$ cat config.mk
export PLATFORM = sky130hd
export DESIGN_NAME = rle_decomp_ctrl
export DESIGN_NICKNAME = d
export VERILOG_FILES = /design/src/rtl/rle_pkg.sv /design/src/rtl/rle_run_unit.sv /design/src/rtl/rle_decomp_ctrl.sv
export SDC_FILE = /design/constraint.sdc
export NUM_CORES = 1
export LEC_CHECK = 0
export ABC_AREA = 1
export CORE_MARGIN = 2
export CORE_UTILIZATION = 49
export DETAILED_ROUTE_END_ITERATION = 8
export GPL_ROUTABILITY_DRIVEN = 1
export GPL_TIMING_DRIVEN = 0
export PLACE_DENSITY = 0.75
export SYNTH_ARGS = -nofsm -noshare
export SYNTH_HDL_FRONTEND = slang
export SYNTH_SLANG_ARGS = --single-unit
$ cat constraint.sdc
create_clock -name clk -period 1.45 [get_ports clk]
set_input_delay 0.145 -clock clk [delete_from_list [all_inputs] [get_ports clk]]
set_output_delay 0.145 -clock clk [all_outputs]
set_load 0.02 [all_outputs]
$ cat src/rtl/rle_pkg.sv
// Shared definitions for the RLE decompression controller: FSM states,
// RLE code field positions and default widths.
package rle_pkg;

    localparam int WORD_W_DEF     = 16;
    localparam int FRAME_BITS_DEF = 256;

    // in_data layout: [VAL_BIT] bit value, [RUN_MSB:0] run length
    localparam int VAL_BIT = 7;
    localparam int RUN_MSB = 6;
    localparam int RUN_W   = RUN_MSB + 1;

    typedef enum logic [2:0] {
        IDLE,
        FETCH,
        EXPAND,
        EMIT,
        DONE
    } state_t;

endpackage

$ cat src/rtl/rle_run_unit.sv
// Run/value holding register for one RLE code: loads a code, counts the
// run down one bit per expansion cycle and presents the bit value.
module rle_run_unit
    import rle_pkg::*;
(
    input  logic             clk,
    input  logic             rst_n,
    input  logic             clear,
    input  logic             load,
    input  logic [7:0]       code,
    input  logic             dec,
    output logic [RUN_W-1:0] run,
    output logic             bit_val
);

    always_ff @(posedge clk or negedge rst_n) begin
        if (!rst_n) begin
            run     <= '0;
            bit_val <= 1'b0;
        end else if (clear) begin
            run     <= '0;
            bit_val <= 1'b0;
        end else if (load) begin
            run     <= code[RUN_MSB:0];
            bit_val <= code[VAL_BIT];
        end else if (dec && run != '0) begin
            run     <= run - RUN_W'(1);
        end
    end

endmodule

$ cat src/rtl/rle_decomp_ctrl.sv
// RLE frame decompressor: expands (value, run) codes into WORD_W-bit words.
// Define RLE_DECOMP_CTRL_STATS_EN to add the byte_cnt accepted-byte counter.
//
//   state  | meaning
//   IDLE   | waiting for start
//   FETCH  | in_ready high, waiting for the next RLE code
//   EXPAND | writing one bit per cycle into the word buffer
//   EMIT   | full word presented, waiting for out_ready
//   DONE   | one-cycle done pulse, flag residual run as overrun
module rle_decomp_ctrl
    import rle_pkg::*;
#(
    parameter int WORD_W     = WORD_W_DEF,
    parameter int FRAME_BITS = FRAME_BITS_DEF
) (
    input  logic              clk,
    input  logic              rst_n,
    input  logic              start,
    input  logic [7:0]        in_data,
    input  logic              in_valid,
    output logic              in_ready,
    output logic [WORD_W-1:0] out_word,
    output logic              out_valid,
    input  logic              out_ready,
    output logic [31:0]       out_idx,
    output logic              busy,
    output logic              done,
    output logic              err
`ifdef RLE_DECOMP_CTRL_STATS_EN
    ,
    output logic [15:0]       byte_cnt
`endif
);

    localparam int PTR_W = $clog2(WORD_W);
    localparam int CNT_W = $clog2(FRAME_BITS + 1);
    localparam logic [PTR_W-1:0] PTR_LAST = PTR_W'(WORD_W - 1);
    localparam logic [CNT_W-1:0] CNT_FULL = CNT_W'(FRAME_BITS);

    state_t             state, nxt;
    logic [PTR_W-1:0]   bit_ptr;
    logic [CNT_W-1:0]   frame_cnt;
    logic [RUN_W-1:0]   run;
    logic               bit_val;
    logic               run_clr, run_load, run_dec;
    logic [PTR_W-1:0]   wr_pos;

    rle_run_unit u_run (
        .clk     (clk),
        .rst_n   (rst_n),
        .clear   (run_clr),
        .load    (run_load),
        .code    (in_data),
        .dec     (run_dec),
        .run     (run),
        .bit_val (bit_val)
    );

    assign in_ready  = (state == FETCH);
    assign out_valid = (state == EMIT);
    assign busy      = (state != IDLE);
    assign done      = (state == DONE);
    assign wr_pos    = PTR_LAST - bit_ptr;

    always_ff @(posedge clk or negedge rst_n) begin
        if (!rst_n) state <= IDLE;
        else        state <= nxt;
    end

    always_comb begin
        nxt      = state;
        run_clr  = 1'b0;
        run_load = 1'b0;
        run_dec  = 1'b0;
        case (state)
            IDLE: begin
                if (start) begin
                    nxt     = FETCH;
                    run_clr = 1'b1;
                end
            end
            FETCH: begin
                if (in_valid) begin
                    run_load = 1'b1;
                    if (in_data[RUN_MSB:0] != '0) nxt = EXPAND;
                end
            end
            EXPAND: begin
                run_dec = 1'b1;
                // A completed word takes priority over an exhausted run
                if (bit_ptr == PTR_LAST)     nxt = EMIT;
                else if (run == RUN_W'(1))   nxt = FETCH;
            end
            EMIT: begin
                if (out_ready) begin
                    if (frame_cnt == CNT_FULL) nxt = DONE;
                    else if (run != '0)        nxt = EXPAND;
                    else                       nxt = FETCH;
                end
            end
            DONE:    nxt = IDLE;
            default: nxt = IDLE;
        endcase
    end

    always_ff @(posedge clk or negedge rst_n) begin
        if (!rst_n) begin
            out_word  <= '0;
            bit_ptr   <= '0;
            frame_cnt <= '0;
            out_idx   <= '0;
            err       <= 1'b0;
        end else begin
            case (state)
                IDLE: begin
                    if (start) begin
                        out_word  <= '0;
                        bit_ptr   <= '0;
                        frame_cnt <= '0;
                        out_idx   <= '0;
                        err       <= 1'b0;
                    end
                end
                EXPAND: begin
                    out_word[wr_pos] <= bit_val;
                    bit_ptr   <= (bit_ptr == PTR_LAST) ? '0 : bit_ptr + PTR_W'(1);
                    frame_cnt <= frame_cnt + CNT_W'(1);
                end
                EMIT: begin
                    if (out_ready) begin
                        out_word <= '0;
                        out_idx  <= out_idx + 32'd1;
                    end
                end
                DONE: begin
                    if (run != '0) err <= 1'b1;
                end
                default: ;
            endcase
        end
    end

`ifdef RLE_DECOMP_CTRL_STATS_EN
    always_ff @(posedge clk or negedge rst_n) begin
        if (!rst_n) begin
            byte_cnt <= '0;
        end else if (state == IDLE && start) begin
            byte_cnt <= '0;
        end else if (run_load && byte_cnt != 16'hFFFF) begin
            byte_cnt <= byte_cnt + 16'd1;
        end
    end
`endif

endmodule

# == Word-level counts from Yosys, hierarchy flattened ==
# Cells that the tools add are included.
# totals
reg_bits,73
elab_cells,81
# classes
add_sub_neg,5
magnitude_cmp,2
n_eq_ne,13
n_mux,36
reduce_logical,17
# op_table
op,n
32-bit two-way mux,2
32-bit one-hot mux with 2 select lines,1
16-bit one-hot mux with 3 select lines,1
"32-bit by 1-bit adder with 32-bit output, second input constant",1
16-bit two-way mux,2
3-bit two-way mux,7
7-bit two-way mux,3
9-bit one-hot mux with 2 select lines,1
16-bit bitwise mux,1
7-bit nonzero test,2
3-bit one-hot mux with 4 select lines,1
1-bit two-way mux,10
"9-bit by 1-bit adder with 9-bit output, second input constant",1
"9-bit == test, second input constant",1
9-bit two-way mux,1
3-bit AND reduction,3
3-bit nonzero test,3
4-bit two-way mux,2
4-bit one-hot mux with 2 select lines,1
2-bit nonzero test,4
"7-bit by 1-bit == test with 1-bit output, second input constant",1
"7-bit by 1-bit subtractor with 7-bit output, second input constant",1
"3-bit by 2-bit == test with 1-bit output, second input constant",2
"2-bit by 1-bit inequality test with 1-bit output, second input constant",3
other kinds (16),18

# == Logic depth before layout (Yosys ltp) ==
# depth
word_depth,7
mapped_depth,10
ltp_nobuf,10

# == Modules after synthesis ==
# Synthesis repeated with hierarchy kept, for this count alone.
# unflattened
hier_cells,671
area_unflattened_um2,4571.9
# modules_own_cells
module,instances,cells_per_inst,area_per_inst_um2
rle_decomp_ctrl,1,595,4020.1
rle_run_unit,1,76,551.8

# == Worst setup path before layout ==
# Ideal clock, no wire load.
# synth_path
path_type,register -> register
from,register state[2]
to,register out_idx[14]
setup_ps,123
t_arrival_ps,1441
path_slack_ps,-114
path_stages_with_launch,8
n_path_buf,1
path_cell_list,dfrtp_1 > nor2_4 > nand2_1 > nand2_2 > nand3_1 > buf_2 > nor3b_1 > nor2_1
# synth_between
elab_chain_cells,3
elab_cells_between_ends,7
cone_classes,eq/ne (3); mux (1); reduce/logical (3)
# synth_lines
item,line,rtl
from (decl),rle_decomp_ctrl.sv:40,"state_t state, nxt;"
from (signal assigned),rle_decomp_ctrl.sv:67,else state <= nxt;
3-bit by 2-bit == test with 1-bit output or 3-bit logical NOT (tied branches),rle_decomp_ctrl.sv:114,case (state)
"2-bit by 1-bit inequality test with 1-bit output (no line), or another cell as far along",--,
3-bit AND reduction (no line),--,
to (signal assigned),rle_decomp_ctrl.sv:132,out_idx <= out_idx + 32'd1;
to (decl),rle_decomp_ctrl.sv:25,"output logic [31:0] out_idx,"
# Several ways; a longest one is shown, not always the timed one.
# A chain may end at the register's enable or synchronous reset.

# == Final worst setup path ==
# layout_path
from,register state[0]
to,register u_run.run[5]
# layout_between
elab_chain_cells,4
elab_cells_between_ends,10
cone_classes,eq/ne (2); mux (5); reduce/logical (3)
# layout_lines
item,line,rtl
3-bit by 1-bit == test with 1-bit output or 3-bit by 2-bit == test with 1-bit output (tied branches),rle_decomp_ctrl.sv:75,case (state)
1-bit two-way mux,rle_decomp_ctrl.sv:75,
7-bit two-way mux or 1-bit logical AND (tied branches),"rle_run_unit.sv:23, rle_run_unit.sv:26",
7-bit two-way mux or 3-bit nonzero test (tied branches),--,
to (signal assigned),rle_run_unit.sv:24,run <= code[RUN_MSB:0];
to (signal assigned),rle_run_unit.sv:27,run <= run - RUN_W'(1);
to (decl),rle_run_unit.sv:12,"output logic [RUN_W-1:0] run,"
# Several ways; a longest one is shown, not always the timed one.

==> impl_metrics.tcl <==
set metrics [dict create \
    die_area_mm2 0.00964 \
    status "finished with violations" \
    grt_first_pass_wirelength_um 21800 \
    yosys_warnings 0 \
    clock-root-buffer "clkbuf_8" \
    fmax_mhz 578 \
    overflow 0 \
    fin_ws_ns -0.281 \
    synth_top_area_share_pct 42.0 \
    setup-tns-final_ns -12.63 \
    synth.avg_cell_area_um2 6.88 \
    clkPwrFrac_pct 20.4 \
    clk_latency_ns 0.36 \
    die_w_um 98.2 \
    fin_crit_sh_pct 119 \
    finalSetupViolCount 77 \
    track_usage_pct 27.9 \
    grt_max_degree 54 \
    crit_family "buffers and inverters" \
    synth-main-ff-cell "dfrtp_1" \
    pin_count 66 \
    fp-row-count 34 \
    vias 4996 \
    switching_power_uw 4600 \
    fin_area_mm2 0.00640 \
    cp_max_fo 7 \
    final_nets 788 \
    gp_congestion 0.927 \
    clkTransAtPathRegs_ns 0.09 \
    fin_skew_ns 0.0104 \
    finalWirelength_um 15000 \
    max_cap_viol_count 0 \
    clockBufferDepth 2 \
    hp-class "input port to asynchronous set/reset pin" \
    antennaDiodeCount 0 \
    yosys_register_bits 73 \
    async_flop_share_pct 100 \
    path_class "flop to flop" \
    core_area_mm2 0.00868 \
    critPathBufInv 5 \
    final_hold_viol_count 0 \
    p_comb_share_pct 55.4 \
    dr.pass1.iters 7 \
    critPathSlowestCell "dfrtp_2" \
    clock-sinks 73 \
    grt_pass1_vias 4739 \
    min_period_ns 1.73 \
    start_kind "flop" \
    dpl_cell_area_mm2 0.00519 \
    crit_path_end_kind "flop" \
    cts_tree "built" \
    synth.most_common_cell "nand2_1" \
    drt_iter0_markers 332 \
    synth_seq_area_share_pct 42.0 \
    pwr-share-seq_pct 24.2 \
    crit_chain "nor2_4, buf_4, buf_6, nand3_2, buf_6, buf_12, nand2_8, inv_2, nand2_1, nand2_1" \
    drc 0 \
    leakagePower_uw 0.00319 \
    syn_area_mm2 0.00435 \
    portBuffers 65 \
    antenna_left 0 \
    antenna_found_initial 0 \
    fillers 602 \
    vias_per_cell 5.69 \
    slew_headroom_pct 70.0 \
    cp_data_required_time_ns 1.70 \
    syn-instance-count 632 \
    slew_violations 0 \
    arrival_ns 1.98 \
    dp_hpwl_um 8290 \
    h-tree-depth 3 \
    violations "negative setup slack" \
    synth_edf_count 0 \
    yosys-top-cells-area "dfrtp_1 42%, nand2_1 15%, nor2_1 11%, nand3_1 6.4%, inv_1 5.7%" \
    synth_area_leader_cell "dfrtp_1" \
    dieHeight_um 98.2 \
    synth_nets 654 \
    worstMarginPinSlew_ns 0.450 \
    wl_per_cell_um 17.0 \
    synth_common_cells "176 x nand2_1, 123 x nor2_1, 73 x dfrtp_1" \
    numCtsBuffers 9 \
    powerDensity_mw_per_mm2 1670 \
    swShare_pct 43.1 \
    rsz0062_at_grt "true" \
    vdd_ir_drop_max_v 0.00126 \
    start_util_pct 50.1 \
    fin_util_pct 73.7 \
    max_stage_delay_ns 0.48 \
    intPower_uw 6070 \
    yosysUniqueCellTypes 31 \
    area_growth_pct 47.2 \
    layout-drive-gt1-share_pct 28.1 \
]
-- final timing paths --
check | start | end | slack [ns] | cells after the start
setup reg to reg | state[0] | u_run.run[5] | -0.28 | 10
hold / removal | rst_n | out_idx[15] | 0.21 | 2
setup / recovery | state[0] | u_run.run[5] | -0.28 | 10
hold reg to reg | out_word[13] | out_word[13] | 0.49 | 2
max in group asynchronous | rst_n | state[0] | 0.66 | 3
min in group clk | in_data[7] | u_run.bit_val | 0.34 | 3
-- sequential cells by signal (all words and copies together), names as in the netlist --
register / flops
out_word: 16
u_run.run: 7
u_run.bit_val: 1
state: 3
out_idx: 32
err: 1
bit_ptr: 4
frame_cnt: 9
-- power by group through the flow --
stage	logic, uW	clock network [uW]	registers, uW
3_5_place_dp	3300	0	2580
6_report	5920	2170	2580
4_1_cts	4580	2170	2530
2_1_floorplan	2310	0	2570
3_3_place_gp	3200	0	2560
5_1_grt	6220	2270	2610
-- metrics by stage --
stage                     hold slack [ns]  cells  total power, uW  setup WS (ns)
after floorplan                    -0.151    632             4880        -0.0113
after global placement              0.468    805             5760          -2.59
after detailed placement           0.0564    806             5880         -0.286
after CTS                           0.215    851             9280         -0.165
after global routing                0.220    878            11100         -0.329
final                               0.211    878            10700         -0.281
-- area by class of cell --
| type | instances | area (um2) | area share [%] |
|---|---|---|---|
| tap | 108 | 135 | 2.11 |
| clock inverter | 5 | 128 | 1.99 |
| buffer | 15 | 140 | 2.19 |
| timing repair buffer | 123 | 1130 | 17.6 |
| clock buffer | 10 | 138 | 2.15 |
| timing repair inverter | 1 | 7.51 | 0.117 |
| inverter | 69 | 279 | 4.36 |
| multi-input combinational | 474 | 2600 | 40.7 |
| sequential | 73 | 1840 | 28.8 |
-- per-layer routing --
metal	up-vias	track usage [%]	share of wire [%]
li1	2286	-	-
met1	2353	34.2	38
met5	-	0	0
met2	295	46.9	51
met3	62	6.08	7.9
met4	0	13.4	3.9
-- cells by family after synthesis --
| group | synth area share, % |
|---|---|
| compound gates | 8.32 |
| xor+xnor | 1.01 |
| fa+ha+maj | 2.59 |
| buf+inv | 8.00 |
| flops | 42.0 |
| simple gates | 38.1 |
-- cells in the final DEF, fill, tap and decap left out, drive strengths merged, types with 3 or more instances in the layout --
cell,instances
nand4,11
nor2,130
nand3,58
a21oi,16
clkbuf,11
buf,76
clkdlybuf4s50,11
dfrtp,73
dlygate4sd2,49
inv,68
ha,9
o21ai,42
bufinv,4
xor2,3
nand2,181
o22ai,5
nor3,9
-- what timing repair did --
item                       in CTS  in global routing
cloned                          4                  0
hold endpoints to repair       20                  0
gates resized for setup       159                 82
pin swaps                      21                 25
hold buffers                    1                  0
setup buffers                  25                 29
setup endpoints to repair     121                 76
No activity file was read; power rests on OpenSTA's default activity.
==> RTL edit, RTL diff (same flow settings) <==
Re-encode `state_t` (5 states) as Gray code, 3 bits wide.
--- a/src/rtl/rle_pkg.sv
+++ b/src/rtl/rle_pkg.sv
@@ -13,7 +13,7 @@
     typedef enum logic [2:0] {
-        IDLE,
-        FETCH,
-        EXPAND,
-        EMIT,
-        DONE
+        IDLE   = 3'b000,
+        FETCH  = 3'b001,
+        EXPAND = 3'b011,
+        EMIT   = 3'b010,
+        DONE   = 3'b110
     } state_t;
Formal check against the unedited RTL: no difference found for any inputs over 10 cycles, from zero or initial values and one cycle with rst_n low; not proved beyond that.
==> RTL edit against the original RTL <==
Highest routed layer unchanged. The flow still finishes with violations (negative setup slack). Cell area down 3.6%. Clock power down 26%. Synthesized area down 2.2%. Routed wire length down 16%. Final cell count down 7.4%. Total power down 9.7%. Die area down 2.1%. Fmax up 5.3%. Sequential cell count unchanged. Worst setup slack better by 87 ps. Combinational power down 10%.
==> RTL edit: results (changes against the original RTL) <==
STATUS='finished with violations'
VIOLATIONS='negative setup slack'
PATH_DELAY_FAMILY='simple AND/OR/NAND/NOR gates'
YS_TOP_CELLS_BY_AREA='dfrtp_1 43%, nand2_1 12%, nor2_1 7.9%, inv_1 7.2%, nand3_1 5.4%'
POWER.SEQUENTIAL.TOTAL_mW=2.74  # +6%
DRIVE_GT1_SHARE_PCT=26.1  # -1.9 points
PEAK_FANOUT_ALONG_THE_CRITICAL_PATH=8  # +1
SYNTH_XOR_XNOR_AREA_SHARE_PCT=1.85  # +0.85 points
VIAS=4446  # -11%
FIRSTDRTPASSITERS=5  # -2
WORST_PATH_LARGEST_CELL_DELAY_PS=450  # -30 ps
FINAL-INSTANCE-COUNT-EXCL-FILL=813  # -7.4%
GRT_START_MAX_NET_PINS=60  # +11%
FILLERS=598  # -0.66%
TRACK_USAGE_PCT=24.0  # -3.9 points
DRT_ITER0_MARKERS=251  # -24%
SYNTH.NET_COUNT=608  # -7.0%
COMB_POWER_SHARE_PCT=55.0  # -0.4 points
MET1_USAGE_PCT=31.9  # -2.3 points
ROUTEDWLPERCELL_MICRONS=15.4  # -9.5%
SYN-MEAN-INSTANCE-AREA_SQ_UM=7.27  # +5.7%
IR_WORST_VDD_mV=1.15  # -8.9%
SYNTH_SEQUENTIAL_AREA_RATIO_PCT=42.9  # +0.93 points
MET2_USAGE_PCT=40.5  # -6.5 points
HOLD_SLACK_PS=183  # -27.9 ps
SETUP_TOTAL_NEGATIVE_SLACK_PS=-7470  # +5160 ps
R2R-START='state[2]'
TIMING.CRITICAL_PATH.ARRIVAL_PS=1880  # -100 ps
ROUTABILITYCONGESTION=0.916  # -1.1%
DP_CELLS=756  # -6.2%
TOTAL_SWITCHING_POWER_mW=4.23  # -8.1%
NNETSFINAL=727  # -7.7%
SYNTH_COMMON_CELLS='137 x nand2_1, 89 x nor2_1, 82 x inv_1, 73 x dfrtp_1, 46 x nand3_1'
SETUP_VIOL_COUNT_FINAL=67  # -13%
CTS.REPAIR.RESIZED=158  # -0.63%
STATIC_LEAKAGE_POWER_nW=3.07  # -3.6%
COMB_POWER_mW=5.31  # -10%
GRT_PASS1_WL_MICRONS=18900  # -13%
GROUTE.LAYER.MET3.USAGE_PCT=3.45  # -2.6 points
DETAIL_ROUTE.WIRELENGTH.MET1_MICRONS=5110  # -9.4%
WL_MET2_MICRONS=6510  # -14%
RELSLEWSLACK_PCT=69.4  # -0.60 points
ADDER_AND_MAJORITY_GATE_PORTION_OF_THE_SYNTHESIZED_AREA_PCT=2.94  # +0.35 points
FINCLKSKEW_PS=11.1  # +0.779 ps
CTS_SETUP_BUFFERS=21  # -16%
SYNTHDISTINCTLIBCELLS=35  # +13%
SETUP_SLACK_PS=-194  # +87.1 ps
==> RTL edit: cell types whose count changed after synthesis, sizes merged, moves of 5 or more <==
cell / before / now
nand2: 181 / 144
nor2: 130 / 97
inv: 69 / 84
o22ai: 5 / 20
a21oi: 16 / 30
o21ai: 42 / 28
nand3: 58 / 48
buf: 14 / 9
==> RTL edit: final cells by class <==
cell class                 count  area share (%)
multi-input combinational    416            40.9
tap                          105            2.13
timing repair buffer         108            16.9
clock inverter                 5           0.933
clock buffer                  10            2.07
sequential                    73            29.7
inverter                      85            5.56
buffer                        11            1.85
==> RTL edit: worst max-delay path by stage <==
stage,slack (ps),startpoint,endpoint
finish,-190,state[2],out_word[12]
global route,-260,out_idx[1],out_idx[22]
CTS,-150,state[0],out_word[11]
detailed placement,-300,state[1],out_valid
global placement,-2540,rst_n,out_idx[0]
floorplan,-6,state[1],out_idx[27]
